==> config.mk <==
export PLATFORM = sky130hd
export DESIGN_NAME = hcu_kt_scheduler
export DESIGN_NICKNAME = d
export VERILOG_FILES = /design/src/rtl/hcu_kt_scheduler.sv
export SDC_FILE = /design/constraint.sdc
export NUM_CORES = 1
export LEC_CHECK = 0
export ABC_CLOCK_PERIOD_IN_PS = 8200
export CAP_MARGIN = 30
export CORE_UTILIZATION = 38
export CTS_CLUSTER_SIZE = 16
export DETAILED_ROUTE_END_ITERATION = 8
export PLACE_DENSITY = 0.62
export SETUP_SLACK_MARGIN = 0.1
export SLEW_MARGIN = 20
export SYNTH_ARGS = -nofsm -noshare
export SYNTH_HDL_FRONTEND = slang
export SYNTH_SLANG_ARGS = --single-unit
==> constraint.sdc <==
create_clock -name clk -period 8.2 [get_ports clk]
set_input_delay 0.82 -clock clk [delete_from_list [all_inputs] [get_ports clk]]
set_output_delay 0.82 -clock clk [all_outputs]
set_load 0.05 [all_outputs]
==> src/rtl/hcu_kt_scheduler.sv <==
// hcu_kt_scheduler: streams SHA-2 round constants K[t] from the shared constant
// ROM to the madd_Kt adder through a 2-entry output buffer with valid/ready.
module hcu_kt_scheduler #(
  parameter int KW   = 64,
  parameter int AW   = 7,
  parameter int SKID = 2
) (
  input  logic          clk,
  input  logic          rst_n,
  input  logic          start,
  input  logic          mode64_i,
  input  logic          abort,
  output logic          idle,
  output logic          rom_en,
  output logic [AW-1:0] rom_addr,
  input  logic [KW-1:0] rom_data,
  output logic [KW-1:0] kt_o,
  output logic          kt_valid,
  input  logic          kt_ready,
  output logic [AW-1:0] round_o,
  output logic          kt_last,
  output logic          mode64_o,
  output logic          done
);

  typedef enum logic {
    ST_IDLE,
    ST_RUN
  } state_e;

  state_e        state_q, state_d;
  logic          mode64_q, mode64_d;
  logic [AW-1:0] next_addr_q, next_addr_d;
  logic          done_q, done_d;
  logic [1:0]    occ_q, occ_d;
  logic          inflight_q;
  logic [AW-1:0] inflight_addr_q;
  logic          wr_ptr_q, rd_ptr_q;

  logic [KW-1:0] buf_data_q  [SKID];
  logic [AW-1:0] buf_round_q [SKID];

  logic [AW-1:0] last_round;
  logic [AW-1:0] head_round;
  logic          pop;
  logic          push;
  logic [2:0]    level;

  assign last_round = mode64_q ? AW'(79) : AW'(63);
  assign head_round = buf_round_q[rd_ptr_q];

  // Outputs read as zero while the buffer is empty, so reset and flush look alike.
  assign kt_valid = (occ_q != 2'd0);
  assign kt_o     = kt_valid ? buf_data_q[rd_ptr_q] : '0;
  assign round_o  = kt_valid ? head_round : '0;
  assign kt_last  = kt_valid && (head_round == last_round);
  assign idle     = (state_q == ST_IDLE);
  assign mode64_o = mode64_q;
  assign done     = done_q;

  assign pop  = kt_valid && kt_ready;
  assign push = inflight_q && !abort;

  // A read may only issue if its data is guaranteed a buffer slot on arrival.
  assign level    = {1'b0, occ_q} + {2'b00, inflight_q};
  assign rom_en   = (state_q == ST_RUN) && !abort && (next_addr_q <= last_round) &&
                    (level < (3'(SKID) + {2'b00, pop}));
  assign rom_addr = rom_en ? next_addr_q : '0;

  // NOTE: every always_comb output gets a default first so no path leaves it
  // unassigned; that is what keeps synthesis from inferring a latch.
  always_comb begin
    state_d     = state_q;
    mode64_d    = mode64_q;
    next_addr_d = next_addr_q;
    done_d      = 1'b0;
    occ_d       = occ_q + {1'b0, push} - {1'b0, pop};
    if (abort) begin
      state_d = ST_IDLE;
      occ_d   = 2'd0;
    end else begin
      case (state_q)
        ST_IDLE: begin
          if (start) begin
            state_d     = ST_RUN;
            mode64_d    = mode64_i;
            next_addr_d = '0;
          end
        end
        ST_RUN: begin
          if (rom_en) next_addr_d = next_addr_q + AW'(1);
          if (pop && kt_last) begin
            state_d = ST_IDLE;
            done_d  = 1'b1;
          end
        end
        default: state_d = ST_IDLE;
      endcase
    end
  end

  // NOTE: sequential state uses non-blocking assignments so every register
  // samples pre-edge values regardless of statement order.
  always_ff @(posedge clk or negedge rst_n) begin
    if (!rst_n) begin
      state_q         <= ST_IDLE;
      mode64_q        <= 1'b0;
      next_addr_q     <= '0;
      done_q          <= 1'b0;
      occ_q           <= 2'd0;
      inflight_q      <= 1'b0;
      inflight_addr_q <= '0;
      wr_ptr_q        <= 1'b0;
      rd_ptr_q        <= 1'b0;
    end else begin
      state_q         <= state_d;
      mode64_q        <= mode64_d;
      next_addr_q     <= next_addr_d;
      done_q          <= done_d;
      occ_q           <= occ_d;
      inflight_q      <= rom_en;
      inflight_addr_q <= next_addr_q;
      if (abort) begin
        wr_ptr_q <= 1'b0;
        rd_ptr_q <= 1'b0;
      end else begin
        wr_ptr_q <= wr_ptr_q ^ push;
        rd_ptr_q <= rd_ptr_q ^ pop;
      end
    end
  end

  // NOTE: buffer storage is deliberately not reset; occupancy alone decides
  // whether an entry is meaningful, so the data array stays plain flops/RAM.
  always_ff @(posedge clk) begin
    if (push) begin
      buf_data_q[wr_ptr_q]  <= rom_data;
      buf_round_q[wr_ptr_q] <= inflight_addr_q;
    end
  end

endmodule
==> flow_summary.yaml <==
run_status:
  status: "finished clean"
sta:
  finalHoldViolCount: 0
  worst_clock_skew_ns: 0.005838
  period_needed_ns: 4.122
  final-max-slew-violation-count: 0
  tightest_slew_ns: 0.8222
  slew_headroom_pct: 45.19
  rsz0062_at_grt: "no"
  clock.fmax_mhz: 242.6
  tns_ns: 0
  fin_crit_sh_pct: 50.27
  setup_viol: 0
synth:
  synth-edff-count: 142
  syn_inst: 422
  async_reset_ff_share_pct: 13.41
  ys_ff_latch: 164
  synth_nets: 502
  syn_area_um2: 6554
  synth.avg_cell_area_um2: 15.53
  synthDistinctLibCells: 46
  synth_ff_type: "edfxtp_1"
  yosysSeqAreaShare_pct: 73.46
  ys_warn_count: 0
floorplan:
  die_w_um: 133.3
  fp-row-count: 47
  start_util_pct: 39.24
  ios: 154
  die_h_um: 133.3
  die_area_um2: 17780
  core_region_area_um2: 16700
worst_setup_path:
  r2r-start: "mode64_o"
  start_kind: "primary input"
  r2r-end: "next_addr_q[2]"
  path_class: "primary input to output pin"
  arrival_ns: 3.30
  rrSetupSlack_ns: 5.84
  cp-end-kind: "output pin"
  crit_fanout: 18
  worstPathRequired_ns: 7.38
  reg2reg_depth: 8
placed_design:
  port_buffers: 153
  place_congestion: 0.8783
  dp_hpwl_mm: 8.300
clock_network:
  clockBufferDepth: 2
  cts_buffers: 17
  clock_sinks: 164
  h-tree-depth: 4
  cts_tree: "yes"
  clk_pin_slew_ns: 0.06
  cts_resized: 0
  worstSkewPairLatency_ns: 0.41
  ctsHoldBuffers: 0
  cts_setup_buffers: 0
  root_buffer: "clkbuf_16"
routing:
  drtIter0Drc: 151
  drc: 0
  ant_nets: 0
  wl_met2_mm: 6.523
  top_layer: "met5"
  dr_total_vias: 3863
  wl_met3_um: 696
  wirelength_met1_mm: 5.592
  drtPass1Iterations: 4
  wl_per_cell_um: 16.02
  routed_wl_mm: 13.00
  via_per_inst: 4.763
final_layout:
  final_common_cell: "clkdlybuf4s50_1"
  area_growth_pct: 35.72
  layout_common_cells: "clkdlybuf4s50_1, edfxtp_1, nor2_1, mux2i_1, dfrtp_1"
  fin_nets: 658
  fillCellCount: 1411
  diodes: 0
  drive_gt1_share_pct: 6.768
  seq_area_um2: 4818
  multi_input_area_um2: 1639
hold_path:
  min_path_type: "primary input to asynchronous set/reset pin"
grt:
  grt_usage_pct: 15.06
  grt_pass1_wl_mm: 20.37
  grt_pass1_vias: 3962
  grt_max_degree: 73
  grt.overflow.total: 0
  antenna_found_initial: 1
job:
  cap_violations: 0
power:
  power_leakage_nw: 3.057
  ir_drop_mv: 0.1413
  p_per_area_nw_per_um2: 282.7
  power.total_mw: 2.515
==> state kept, by name (all words and copies together), names as in the netlist <==
register / flops
mode64_o: 1
occ_q: 2
buf_data_q: 128
rd_ptr_q: 1
state_q: 1
buf_round_q: 14
inflight_addr_q: 7
next_addr_q: 7
wr_ptr_q: 1
done: 1
inflight_q: 1
==> cells in the mapped netlist (2+ instances only) <==
cell type	number	area [µm²]
nor3_1	3	15.01
buf_2	7	35.03
nand4_1	4	25.02
nand2b_1	2	12.51
o21ai_1	2	10.01
dfrtp_1	22	550.5
xnor2_1	2	17.52
mux2i_1	71	710.7
buf_4	3	22.52
xor2_1	2	17.52
o21ai_0	2	10.01
nand2_1	10	37.54
inv_1	9	33.78
ha_1	10	125.1
o211ai_1	3	22.52
nor2b_1	2	12.51
a21oi_1	4	20.02
nor2_1	78	292.8
and2_1	7	43.79
clkbuf_1	11	41.29
edfxtp_1	142	4264
nand3_1	2	10.01
==> through the flow <==
stage	cells	utilization [%]	area, µm²	hold WS [ns]	worst slack, ns
4_1_cts	810	53.24	8892	0.4457	3.783
3_5_place_dp	778	50.02	8353	0.4319	3.794
2_1_floorplan	422	-	6554	0.3548	4.765
3_3_place_gp	776	49.78	8313	0.4219	3.887
6_report	811	53.26	8895	0.3595	4.078
5_1_grt	811	53.26	8895	0.3874	3.933
==> layout make-up <==
cell class | instances | area share, %
clock inverters | 4 | 0.2391
flip-flops and latches | 164 | 54.17
repair buffers | 158 | 17.86
clock buffers | 28 | 5.824
inverters | 9 | 0.3798
well taps | 220 | 3.095
multi-input cells | 228 | 18.43
==> kinds of logic (layout without fill, tap and decap cells) <==
| logic type | after synthesis | count (layout) | synth area share [%] |
|---|---|---|---|
| simple gates | 119 | 119 | 8.343 |
| xor+xnor | 4 | 4 | 0.5347 |
| fa+ha+maj | 10 | 10 | 1.909 |
| flops | 164 | 164 | 73.46 |
| mux | 71 | 71 | 10.84 |
| buf+inv | 30 | 199 | 2.024 |
| compound gates | 24 | 24 | 2.883 |
==> critical path: stages <==
cell	delay, ns
clkdlybuf4s50_1	0.58
nand2b_1	0.33
a2111oi_4	0.32
buf_4	0.28
and2_1	0.16
clkdlybuf4s50_1	0.80
==> metal layers <==
layer / GRT usage [%] / up-vias
met4: 5.682 / 2
met1: 18.01 / 1880
met2: 25.98 / 101
met5: 0 / -
li1: - / 1866
met3: 3.957 / 14
==> report_power, final <==
group / internal, mW / leakage [nW] / switching (mW)
Clock: 0.429 / 0.268 / 0.294
Sequential: 0.953 / 1.57 / 0.0505
Combinational: 0.276 / 1.22 / 0.512
Total: 1.66 / 3.06 / 0.856
==> worst max path at each step <==
stage | startpoint | endpoint | slack [ns] | cells after the start
floorplan | mode64_o | rom_addr[0] | 4.77 | 8
global placement | abort | rom_addr[1] | 3.89 | 5
detailed placement | abort | rom_addr[5] | 3.79 | 5
CTS | abort | rom_addr[5] | 3.78 | 5
global route | mode64_o | rom_addr[4] | 3.93 | 8
finish | abort | rom_addr[2] | 4.08 | 6
(Power assumes the default switching activity.)
